<file path="config.mk">
export PLATFORM = sky130hd
export DESIGN_NAME = ones_counter_seq
export DESIGN_NICKNAME = d
export VERILOG_FILES = /design/src/rtl/ones_cnt_pkg.sv /design/src/rtl/ones_counter_seq_popcount_chunk.sv /design/src/rtl/ones_counter_seq.sv
export SDC_FILE = /design/constraint.sdc
export NUM_CORES = 1
export LEC_CHECK = 0
export BUFFER_PORTS_ARGS = -buffer_cell sky130_fd_sc_hd__buf_2
export CAP_MARGIN = 20
export CELL_PAD_IN_SITES_DETAIL_PLACEMENT = 1
export CELL_PAD_IN_SITES_GLOBAL_PLACEMENT = 1
export CORE_AREA = 4 4 80 82
export CTS_BUF_LIST = sky130_fd_sc_hd__clkbuf_4 sky130_fd_sc_hd__clkbuf_8 sky130_fd_sc_hd__clkbuf_16
export CTS_CLUSTER_SIZE = 14
export DETAILED_ROUTE_END_ITERATION = 10
export DIE_AREA = 0 0 84 86
export GPL_TIMING_DRIVEN = 0
export PLACE_DENSITY = 0.88
export SYNTH_ARGS = -nofsm -noshare
export SYNTH_HDL_FRONTEND = slang
export SYNTH_SLANG_ARGS = --single-unit
</file>
<file path="constraint.sdc">
create_clock -name clk -period 3.1 [get_ports clk]
set_clock_uncertainty 0.05 [all_clocks]
set_input_delay 0 -clock clk [delete_from_list [all_inputs] [get_ports clk]]
set_output_delay 0 -clock clk [all_outputs]
set_load 0.1 [all_outputs]
</file>
<file path="src/rtl/ones_cnt_pkg.sv">
// Shared definitions for the sequential ones counter: FSM state encoding and a
// width helper used to size counters from their maximum value.
package ones_cnt_pkg;

  typedef enum logic [1:0] {
    IDLE = 2'd0,
    BUSY = 2'd1,
    DONE = 2'd2
  } state_e;

  // Bits needed to hold values 0..value-1; never returns less than 1.
  function automatic int clog2_w(input int value);
    int w;
    w = 1;
    for (int i = 1; i < 31; i++) begin
      if ((1 << i) < value) w = i + 1;
    end
    return w;
  endfunction

endpackage

</file>
<file path="src/rtl/ones_counter_seq_popcount_chunk.sv">
// Combinational population count of one CHUNK-bit slice of the word being counted.
module popcount_chunk
  import ones_cnt_pkg::*;
#(
  parameter int CHUNK = 4,
  localparam int PCW = clog2_w(CHUNK + 1)
) (
  input  logic [CHUNK-1:0] in_bits,
  output logic [PCW-1:0]   count
);

  always_comb begin
    count = '0;
    for (int i = 0; i < CHUNK; i++) begin
      count = count + PCW'(in_bits[i]);
    end
  end

endmodule

</file>
<file path="src/rtl/ones_counter_seq.sv">
// Multicycle ones counter: counts CHUNK bits per clock with valid/ready on both sides
// and keeps a saturating running total. Define ONES_CNT_PARITY_EN to add out_parity.
module ones_counter_seq
  import ones_cnt_pkg::*;
#(
  parameter int WIDTH   = 16,
  parameter int CHUNK   = 4,
  parameter int TOTAL_W = 12,
  localparam int CW     = clog2_w(WIDTH + 1)
) (
  input  logic               clk,
  input  logic               rst_n,
  input  logic               in_valid,
  output logic               in_ready,
  input  logic [WIDTH-1:0]   in_word,
  input  logic               acc_en,
  input  logic               clear_total,
  output logic               out_valid,
  input  logic               out_ready,
  output logic [CW-1:0]      out_count,
  output logic [TOTAL_W-1:0] total,
  output logic               total_sat
`ifdef ONES_CNT_PARITY_EN
  ,
  output logic               out_parity
`endif
);

  localparam int BEATS = WIDTH / CHUNK;
  localparam int BCW   = clog2_w(BEATS);
  localparam int PCW   = clog2_w(CHUNK + 1);
  localparam int SUM_W = ((CW > TOTAL_W) ? CW : TOTAL_W) + 1;
  localparam logic [SUM_W-1:0] TOTAL_MAX = {{(SUM_W - TOTAL_W){1'b0}}, {TOTAL_W{1'b1}}};

  generate
    if (CHUNK < 1 || CHUNK > WIDTH || (WIDTH % CHUNK) != 0) begin : g_bad_cfg
      $error("ones_counter_seq: CHUNK must be in 1..WIDTH and divide WIDTH");
    end
  endgenerate

  state_e               state_q, state_d;
  logic                 in_ready_q, in_ready_d;
  logic                 out_valid_q, out_valid_d;
  logic [CW-1:0]        out_count_q, out_count_d;
  logic [TOTAL_W-1:0]   total_q, total_d;
  logic                 total_sat_q, total_sat_d;
  logic [WIDTH-1:0]     shift_q, shift_d;
  logic [CW-1:0]        psum_q, psum_d;
  logic [BCW-1:0]       beat_q, beat_d;
  logic                 acc_q, acc_d;
`ifdef ONES_CNT_PARITY_EN
  logic                 out_parity_q, out_parity_d;
`endif

  logic [PCW-1:0]       chunk_cnt;
  logic [CW-1:0]        beat_sum;
  logic [SUM_W-1:0]     sum_ext;

  popcount_chunk #(.CHUNK(CHUNK)) u_popcount (
    .in_bits (shift_q[CHUNK-1:0]),
    .count   (chunk_cnt)
  );

  assign beat_sum = psum_q + CW'(chunk_cnt);
  assign sum_ext  = {{(SUM_W - TOTAL_W){1'b0}}, total_q} + {{(SUM_W - CW){1'b0}}, out_count_q};

  // DONE spends one cycle raising out_valid, giving the WIDTH/CHUNK+1 accept-to-valid latency.
  always_comb begin
    state_d     = state_q;
    in_ready_d  = in_ready_q;
    out_valid_d = out_valid_q;
    out_count_d = out_count_q;
    total_d     = total_q;
    total_sat_d = total_sat_q;
    shift_d     = shift_q;
    psum_d      = psum_q;
    beat_d      = beat_q;
    acc_d       = acc_q;
`ifdef ONES_CNT_PARITY_EN
    out_parity_d = out_parity_q;
`endif

    case (state_q)
      IDLE: begin
        if (in_valid && in_ready_q) begin
          shift_d    = in_word;
          acc_d      = acc_en;
          psum_d     = '0;
          beat_d     = BCW'(BEATS - 1);
          in_ready_d = 1'b0;
          state_d    = BUSY;
        end
      end
      BUSY: begin
        shift_d = shift_q >> CHUNK;
        psum_d  = beat_sum;
        beat_d  = beat_q - BCW'(1);
        if (beat_q == '0) begin
          out_count_d = beat_sum;
`ifdef ONES_CNT_PARITY_EN
          // The parity of a word is the LSB of its ones count.
          out_parity_d = beat_sum[0];
`endif
          state_d     = DONE;
        end
      end
      DONE: begin
        if (!out_valid_q) begin
          out_valid_d = 1'b1;
        end else if (out_ready) begin
          out_valid_d = 1'b0;
          in_ready_d  = 1'b1;
          state_d     = IDLE;
          if (acc_q) begin
            if (sum_ext > TOTAL_MAX) begin
              total_d     = '1;
              total_sat_d = 1'b1;
            end else begin
              total_d = sum_ext[TOTAL_W-1:0];
            end
          end
        end
      end
      default: begin
        state_d     = IDLE;
        in_ready_d  = 1'b1;
        out_valid_d = 1'b0;
      end
    endcase

    if (clear_total) begin
      total_d     = '0;
      total_sat_d = 1'b0;
    end
  end

  always_ff @(posedge clk or negedge rst_n) begin
    if (!rst_n) begin
      state_q     <= IDLE;
      in_ready_q  <= 1'b1;
      out_valid_q <= 1'b0;
      out_count_q <= '0;
      total_q     <= '0;
      total_sat_q <= 1'b0;
      shift_q     <= '0;
      psum_q      <= '0;
      beat_q      <= '0;
      acc_q       <= 1'b0;
`ifdef ONES_CNT_PARITY_EN
      out_parity_q <= 1'b0;
`endif
    end else begin
      state_q     <= state_d;
      in_ready_q  <= in_ready_d;
      out_valid_q <= out_valid_d;
      out_count_q <= out_count_d;
      total_q     <= total_d;
      total_sat_q <= total_sat_d;
      shift_q     <= shift_d;
      psum_q      <= psum_d;
      beat_q      <= beat_d;
      acc_q       <= acc_d;
`ifdef ONES_CNT_PARITY_EN
      out_parity_q <= out_parity_d;
`endif
    end
  end

  assign in_ready  = in_ready_q;
  assign out_valid = out_valid_q;
  assign out_count = out_count_q;
  assign total     = total_q;
  assign total_sat = total_sat_q;
`ifdef ONES_CNT_PARITY_EN
  assign out_parity = out_parity_q;
`endif

endmodule

</file>
==> qor.yml, run 1 <==
syn_avg_cell_area_um2: 10.6
place_congestion: 0.730
slew_headroom_pct: 63.0
vias_per_cell: 5.17
clk_pin_slew_ps: 90
min_path_type: "in -> async"
htree_levels: 2
powerDensity_nw_per_um2: 771
maxSlewViolCount: 0
dpl.hpwl_um: 3970
synth_area_um2: 2380
drtPass1Iterations: 4
start_util_pct: 41.5
clock_path_buffers: 2
synth_top_area_share_pct: 47.2
final-hold-violation-count: 0
critPathLaunchType: "register"
diodes: 0
fin_ws_ps: 453
grt_util_all_layers_pct: 17.5
syn_to_final_growth_pct: 25.8
crit_fanout: 2
drcViolationCount: 0
ios: 42
syn_nets: 260
yosys_warnings: 0
ir_drop_v: 0.000396
final_layout_size_suffix_gt1_share_pct: 21.4
setup.worst_path.class: "reg -> reg"
cts_tree: "done"
core_area_um2: 5750
required_ps: 3290
vias: 1906
dieArea_um2: 7220
cts_num_sinks: 46
clk_latency_ps: 300
synth_ff_type: "dfrtp_1"
synth_edf_count: 0
ctsRootBufferMaster: "clkbuf_8"
async_reset_ff_share_pct: 100
worstPathArrival_ps: 2840
yosysSeqAreaShare_pct: 48.3
leakage_uw: 0.00143
wl_per_cell_um: 15.7
grt_first_pass_wirelength_um: 10100
end_kind: "register"
grt_setup_unrepaired: "false"
max_cap_viol_count: 0
period_minus_slack_ps: 2650
routed_wl_um: 5790
ys_seq_elements: 46
preCtsSetupSlack_ps: 479
rows: 28
post-route-util_pct: 52.2
synth_area_leaders: "dfrtp_1, mux2i_1, o21ai_0"
status: "completed"
drtIter0Drc: 48
yosysUniqueCellTypes: 39
syn_inst: 224
yosys-top-cells-count: "dfrtp_1, o21ai_0, nand2_1"
grt_pass1_vias: 2128
die_w_um: 84
post-cts-setup-buffers: 0
yosysMostFrequentCell: "dfrtp_1"
finalSetupViolations: 0
ctsHoldBuffers: 20
tns_ps: 0
io_buffers: 41
final_nets: 329
max_freq_ghz: 0.378
holdWs_ps: 47.2
antenna_found_initial: 0
worst_pin_slew_ps: 551
ant_nets: 0
grt-ovfl-total: 0
cts_resized: 0
die_h_um: 86
yosys.area.top_type: "dfrtp_1"
grt_max_degree: 47
post-route-period-util_pct: 85.4
cts_buffers: 5
## flip-flops by register name, summed over array words and instances (netlist names)
signal and flops:
total_sat 1, acc_q 1, in_ready 1, beat_q 2
out_count 5, total 12, out_valid 1, psum_q 5
shift_q 16, state_q 2
## logic make-up after synthesis
logic type	Yosys count	share of synthesized area, %
AOI/OAI and AO/OA	63	17.6
xor gates and xnor gates	10	3.67
adders and majority gates	14	8.29
buffers and inverters	26	4.51
DFF	46	48.3
muxes	20	8.60
and+or+nand+nor	45	9.02
## path summary, 6_finish.rpt
check	to	slack (ps)	from	depth (start not counted)
worst max-delay path	out_count[4]	450	shift_q[0]	12
worst min-delay path	shift_q[13]	50	rst_n	2
worst max register to register	out_count[4]	450	shift_q[0]	12
worst min register to register	shift_q[7]	440	shift_q[7]	2
max in group asynchronous	out_count[1]	2460	rst_n	3
min in group clk	in_ready	50	in_valid	4
## cells in the final DEF (no fill, tap or decap), types with 5 or more instances in the layout
cell type,n
nor2_1,5
clkbuf_8,6
dlygate4sd3_1,20
buf_2,43
clkbuf_1,5
a21oi_1,7
dfrtp_1,45
o21ai_0,29
ha_1,11
inv_1,18
mux2i_1,16
nand2_1,25
xor2_1,5
a22o_1,8
xnor2_1,5
## power by group
| part | total, µW | internal (µW) | switching, µW | leakage, µW |
|---|---|---|---|---|
| combinational | 1030 | 374 | 654 | 0.000778 |
| clock | 389 | 180 | 210 | 0.0000472 |
| sequential | 896 | 772 | 124 | 0.000605 |
| total | 2310 | 1330 | 988 | 0.00143 |
## metal layers
metal	GRT usage [%]	vias up	wire, µm
met2	33.3	43	3070
met1	19.4	938	2360
met4	4.97	0	99
li1	-	916	-
met3	4.23	9	253
met5	0	-	0
## cell type report
cell class,count,area (µm²)
fill,653,2750
clock inverter,2,12.5
clock buffer,6,82.6
sequential,46,1150
tap,75,93.8
buffer,8,40.0
timing repair buffer,62,425
multi-input combinational,152,1120
inverter,18,67.6
## worst max-delay path, stage by stage (launching register included)
cell and delay [ps]:
dfrtp_1 390, ha_1 300, inv_1 70, fa_1 400
inv_1 60, ha_1 170, inv_1 60, fa_1 410
nor2b_1 120, o21ai_0 100, xor2_1 160, nor2_1 170
a22o_1 150
## through the flow
step                      instance area, µm²  power, µW  cells
final                                   3000       2310    369
after floorplan                         2380       1670    224
after CTS                               2980       2330    368
after detailed placement                2680       1920    340
after global placement                  2680       1870    340
after global routing                    3000       2530    369
Power figures use the tool's default switching activity.
==> inputs of run 2 (changes only) <==
--- a/config.mk
+++ b/config.mk
@@ -16,6 +16,7 @@
 export DIE_AREA = 0 0 84 86
 export GPL_TIMING_DRIVEN = 0
 export PLACE_DENSITY = 0.88
+export RECOVER_POWER = 100
 export SYNTH_ARGS = -nofsm -noshare
 export SYNTH_HDL_FRONTEND = slang
 export SYNTH_SLANG_ARGS = --single-unit
==> qor.yml, run 2 (synthesis gave the netlist of run 1 again) <==
worst_pin_slew_ps: 1700  # +1150 ps
leakage_uw: 0.00134  # -6.5%
critPathLaunchType: "register"
cpMostUsedCell: "inv_1"
min_path_type: "in -> reg"
dp_cells: 340  # unchanged
maxSlewViolCount: 38  # +38
finalNonFillerCells: 369  # unchanged
finalPower_uw: 2300  # -0.73%
pwr-share-seq_pct: 38.9  # +0.2 points
worstReg2RegEnd: "out_count[4]"
grtUsageMet1_pct: 19.4  # unchanged
grt_pass1_vias: 2128  # unchanged
wl_per_cell_um: 15.7  # +0.17%
r2r_slack_ps: 460  # about the same
ctsRootBufferMaster: "clkbuf_8"
finalSetupViolations: 0  # unchanged
clk_latency_ps: 300  # about the same
postPlaceCellArea_um2: 2680  # unchanged
crit_fanout: 2  # unchanged
grt_util_all_layers_pct: 17.5  # unchanged
dpl.hpwl_um: 3970  # unchanged
cts_buffers: 5  # unchanged
grt_first_pass_wirelength_um: 10100  # unchanged
hp-start: "in_valid"
start_util_pct: 41.5  # unchanged
ant_nets: 0  # unchanged
final_nets: 329  # unchanged
drcViolationCount: 0  # unchanged
ir_drop_v: 0.000385  # -2.8%
io_buffers: 41  # unchanged
min_to: "in_ready"
vias: 1898  # -0.42%
max_cap_viol_count: 1  # +1
regMostFlops: "shift_q"
worst_r2r_path_depth: 12  # unchanged
status: "finished, violations left"
final_cell_mix: "dfrtp_1, o21ai_0, clkbuf_1"
worstHoldPathCells: 4
final-hold-violation-count: 0  # unchanged
p_int_uw: 1310  # -1.1%
drtPass1Iterations: 4  # unchanged
clock_path_buffers: 2  # unchanged
core_area_um2: 5750  # unchanged
cts_tree: "done"
fillers: 661  # +1.2%
diodes: 0  # unchanged
dieArea_um2: 7220  # unchanged
multi_input_area_um2: 1120  # -0.78%
top_usage_layer: "met2"
switching_share_pct: 42.9  # +0.20 points
antenna_found_initial: 0  # unchanged
grt_setup_unrepaired: "false"
violations: "capacitance limit, slew limit"
clkPwrFrac_pct: 17.0  # +0.2 points
final_common_cell: "dfrtp_1"
end_kind: "register"
clk_pin_slew_ps: 90  # about the same
final_layout_size_suffix_gt1_share_pct: 12.2  # -9.2 points
crit_chain: "ha_1, inv_1, fa_1, inv_1, ha_1, inv_1, fa_1, nor2b_1, o21ai_0, xor2_1, nor2_1, a22o_1"
slew_headroom_pct: -13.5  # -77 points
use_met2_pct: 33.3  # unchanged
die_w_um: 84  # unchanged
cpPeakStageDelay_ps: 410  # about the same
period_minus_slack_ps: 2640  # -1.92 ps
die_h_um: 86  # unchanged
setup.worst_path.class: "reg -> reg"
rows: 28  # unchanged
seqCellArea_um2: 1150  # unchanged
cts_num_sinks: 46  # unchanged
p_comb_share_pct: 44.1  # -0.3 points
largest_register_ffs: 16  # unchanged
grt-ovfl-total: 0  # unchanged
routed_wl_um: 5800  # +0.17%
post-route-period-util_pct: 85.3  # about the same
final_area_um2: 2950  # -1.5%
grt_use_met3_pct: 4.23  # unchanged
place_congestion: 0.730  # unchanged
drtIter0Drc: 58  # +21%
required_ps: 3290  # about the same
grt_max_degree: 47  # unchanged
timing.rr.start: "shift_q[0]"
powerDensity_nw_per_um2: 777  # +0.79%
ios: 42  # unchanged
syn_to_final_growth_pct: 23.9
switching_power_uw: 986  # -0.25%
max_freq_ghz: 0.378  # about the same
htree_levels: 2  # unchanged
post-cts-setup-buffers: 0  # unchanged
vias_per_cell: 5.14  # -0.42%
tns_ps: 0  # unchanged
slowest_stage: "fa_1"
worstPathArrival_ps: 2840  # about the same
[run 2: worst max path at each step]
stage          cells after the start           end  startpoint  slack, ps
2_1_floorplan                      7      total[8]    total[0]        500
3_3_place_gp                      12  out_count[4]  shift_q[0]        520
3_5_place_dp                      12  out_count[4]  shift_q[0]        480
4_1_cts                           12  out_count[4]  shift_q[0]        420
5_1_grt                           12  out_count[4]  shift_q[0]        290
6_report                          12  out_count[4]  shift_q[0]        460
[run 2: per-layer routing]
layer / up-vias / part of all wire (%)
li1: 912 / -
met1: 934 / 41
met2: 43 / 53
met3: 9 / 4.3
met4: 0 / 1.7
met5: - / 0
[run 2: layout make-up]
| class | count | share of cell area (%) |
|---|---|---|
| Sequential cell | 46 | 39.0 |
| Multi-Input combinational cell | 152 | 37.8 |
| Timing Repair Buffer | 62 | 13.3 |
| Tap cell | 75 | 3.18 |
| Clock inverter | 2 | 0.424 |
| Inverter | 18 | 2.29 |
| Buffer | 8 | 1.27 |
| Clock buffer | 6 | 2.80 |
[run 2: power by group through the flow]
| stage | Clock, µW | Combinational [µW] | Sequential (µW) |
|---|---|---|---|
| after global placement | 0 | 973 | 897 |
| after global routing | 422 | 1170 | 921 |
| after floorplan | 0 | 581 | 1090 |
| after detailed placement | 0 | 1020 | 907 |
| final | 390 | 1010 | 894 |
| after CTS | 397 | 1040 | 897 |
[run 2: worst max-delay path, delay by kind of cell, from the launching register on]
kind                     cells  cell delay, ps
XOR/XNOR                     1             160
adder cells (fa/ha/maj)      4            1280
flip-flops                   1             390
AND/OR/NAND/NOR              2             280
AO/OA/AOI/OAI                2             250
buffers and inverters        3             190
[run 2: timing repair]
item / 4_1_cts / 5_1_grt
gates resized for setup: 0 / 0
hold endpoints to repair: 66 / 0
hold buffers: 20 / 0
[run 2: through the flow]
stage / utilization (%) / hold slack, ps / setup slack, ps
after floorplan: - / -346 / 502
after global placement: 46.7 / 168 / 523
after detailed placement: 46.7 / 178 / 479
after CTS: 51.9 / 41.4 / 422
after global routing: 51.4 / 82.3 / 288
final: 51.4 / 32.3 / 455
==> inputs of run 3 (changes only) <==
--- a/config.mk
+++ b/config.mk
@@ -9,14 +9,16 @@
 export CAP_MARGIN = 20
 export CELL_PAD_IN_SITES_DETAIL_PLACEMENT = 1
 export CELL_PAD_IN_SITES_GLOBAL_PLACEMENT = 1
-export CORE_AREA = 4 4 80 82
+export CORE_AREA = 4 4 79 81
 export CTS_BUF_LIST = sky130_fd_sc_hd__clkbuf_4 sky130_fd_sc_hd__clkbuf_8 sky130_fd_sc_hd__clkbuf_16
 export CTS_CLUSTER_SIZE = 14
 export DETAILED_ROUTE_END_ITERATION = 10
-export DIE_AREA = 0 0 84 86
+export DIE_AREA = 0 0 83 85
 export GPL_TIMING_DRIVEN = 0
-export PLACE_DENSITY = 0.88
+export PLACE_DENSITY = 0.89
 export RECOVER_POWER = 100
+export SETUP_SLACK_MARGIN = 0.5
 export SYNTH_ARGS = -nofsm -noshare
 export SYNTH_HDL_FRONTEND = slang
+export SYNTH_HIERARCHICAL = 1
 export SYNTH_SLANG_ARGS = --single-unit
==> qor.yml, run 3 <==
finalSetupViolations: 0  # unchanged
dieArea_um2: 7060  # -2.3%
io_buffers: 41  # unchanged
place_congestion: 0.789  # +8.0%
yosys-top-cells-count: "dfrtp_1, nand2_1, o21ai_0"
setup.worst_path.class: "reg -> reg"
grt_util_all_layers_pct: 17.5  # about the same
end_kind: "register"
largest_register_ffs: 16  # unchanged
syn_inst: 221  # -1.3%
maxSlewViolCount: 0  # -100%
period_minus_slack_ps: 2670  # +22.2 ps
yosysMostFrequentCell: "dfrtp_1"
synth_ff_type: "dfrtp_1"
antenna_found_initial: 0  # unchanged
worstPathArrival_ps: 2810  # -30 ps
cts_tree: "done"
drtIter0Drc: 48  # -17%
grt_max_degree: 47  # unchanged
ios: 42  # unchanged
core_area_um2: 5470  # -4.7%
die_h_um: 85  # -1.2%
cts_buffers: 5  # unchanged
required_ps: 3240  # -50 ps
regMostFlops: "shift_q"
final_cell_mix: "dfrtp_1, clkbuf_1, nand2_1"
synth-simple-area-share_pct: 11.6  # +2.5 points
synth_top_family_by_area: "compound AO/OA/AOI/OAI gates"
grt_pass1_vias: 2066  # -2.9%
post-route-util_pct: 53.0  # +1.6 points
diodes: 0  # unchanged
min_path_type: "in -> reg"
max_cap_viol_count: 0  # -1
synth_area_um2: 2350  # -1.5%
wl_per_cell_um: 16.2  # +2.9%
syn_to_final_growth_pct: 23.6
status: "completed"
synth_mux_area_share_pct: 7.41  # -1.2 points
synth_top_area_share_pct: 47.9  # +0.73 points
grt-ovfl-total: 0  # unchanged
yosysUniqueCellTypes: 42  # +7.7%
clk_latency_ps: 300  # about the same
rows: 27  # -3.6%
grt_setup_unrepaired: "true"
final-hold-violation-count: 0  # unchanged
synth_compound_area_share_pct: 17.1  # -0.47 points
yosysSeqAreaShare_pct: 49.1  # +0.75 points
holdWs_ps: 8.10  # -24.2 ps
clock_path_buffers: 2  # unchanged
synth_edf_count: 0  # unchanged
synth_area_leaders: "dfrtp_1, mux2i_1, ha_1"
cts_num_sinks: 46  # unchanged
final_nets: 324  # -1.5%
routed_wl_um: 5840  # +0.71%
drtPass1Iterations: 4  # unchanged
async_reset_ff_share_pct: 100  # unchanged
final_layout_size_suffix_gt1_share_pct: 14.5  # +2.3 points
worst_pin_slew_ps: 1170  # -534 ps
syn_avg_cell_area_um2: 10.6  # -0.18%
max_freq_ghz: 0.375  # -0.83%
post-route-period-util_pct: 86.0  # +0.72 points
final_common_cell: "dfrtp_1"
tns_ps: 0  # unchanged
finalPower_uw: 2350  # +2.5%
die_w_um: 83  # -1.2%
yosys.area.top_type: "dfrtp_1"
ctsRootBufferMaster: "clkbuf_8"
start_util_pct: 42.9  # +1.4 points
grt_first_pass_wirelength_um: 9960  # -1.2%
powerDensity_nw_per_um2: 811  # +4.3%
slew_headroom_pct: 22.4  # +36 points
synthXorXnorAreaFrac_pct: 2.98  # -0.69 points
yosys_warnings: 6  # +6
drcViolationCount: 0  # unchanged
synth_adder_area_share_pct: 8.42  # +0.13 points
vias_per_cell: 5.29  # +2.9%
ir_drop_v: 0.000350  # -9.0%
leakage_uw: 0.00127  # -5.3%
vias: 1911  # +0.68%
syn_nets: 257  # -1.2%
ant_nets: 0  # unchanged
dpl.hpwl_um: 4040  # +1.6%
crit_fanout: 2  # unchanged
ys_seq_elements: 46  # unchanged
clk_pin_slew_ps: 90  # about the same
critPathLaunchType: "register"
htree_levels: 2  # unchanged
run 3: changes by cell type after synthesis, moves of 2 or more:
cell,before,now
o311a_1,2,0
a21o_1,3,1
inv_1,18,12
nor3_1,1,3
a21oi_1,7,15
a31oi_1,0,2
a22o_1,8,6
xnor2_1,5,2
a41oi_1,0,2
o21ai_0,29,26
a311oi_1,0,2
mux2i_1,16,14
nand2_1,25,27
run 3: worst paths after layout:
path / start / to / slack [ps] / depth (start not counted)
worst min register to register: shift_q[5] / shift_q[5] / 440 / 2
worst max-delay path: shift_q[0] / out_count[3] / 430 / 8
max in group asynchronous: rst_n / out_count[1] / 2100 / 3
worst max register to register: shift_q[0] / out_count[3] / 430 / 8
worst min-delay path: in_valid / in_ready / 8 / 4
min in group asynchronous: rst_n / total[1] / 240 / 2
run 3: layer usage:
layer  global-route usage (%)  wire (µm)
met5                        0          0
met4                     6.69        154
met3                     4.66        252
met2                     31.5       3090
met1                     19.9       2340
run 3: where the power goes:
part / internal [µW] / total (µW) / switching [µW]
clock network: 187 / 389 / 202
registers: 793 / 937 / 145
logic: 346 / 1030 / 682
run 3: layout make-up:
type / count / area, µm²
flip-flops and latches: 46 / 1160
well taps: 72 / 90.1
repair buffers: 60 / 379
inverters: 12 / 45.0
multi-input cells: 155 / 1110
fillers: 627 / 2570
clock buffers: 8 / 91.3
plain buffers: 8 / 30.0
run 3: repair_timing:
action                                  in CTS  in global routing
buffers inserted                             0                  0
endpoints found under the setup margin       1                  5
hold buffers                                18                  0
pin swaps                                    0                  1
endpoints found under the hold margin       64                  0
gates resized for setup                      1                  6
run 3: worst max-delay path: stages (launching register included):
cell     delay, ps
dfrtp_1        390
ha_1           310
fa_1           390
ha_1           310
ha_1           280
a21o_1         180
a21oi_1        230
xnor2_1        140
mux2_2         270
run 3: stage by stage:
step	cells	setup slack (ps)	instance area, µm²
3_5_place_dp	334	510	2650
5_1_grt	361	269	2900
3_3_place_gp	334	606	2650
6_report	361	433	2900
2_1_floorplan	221	613	2350
4_1_cts	360	497	2920
run 3: logic make-up after synthesis:
group | count (synthesis)
compound gates | 65
xor+xnor | 8
fa+ha+maj | 14
buf+inv | 20
flops | 46
mux | 17
simple gates | 51
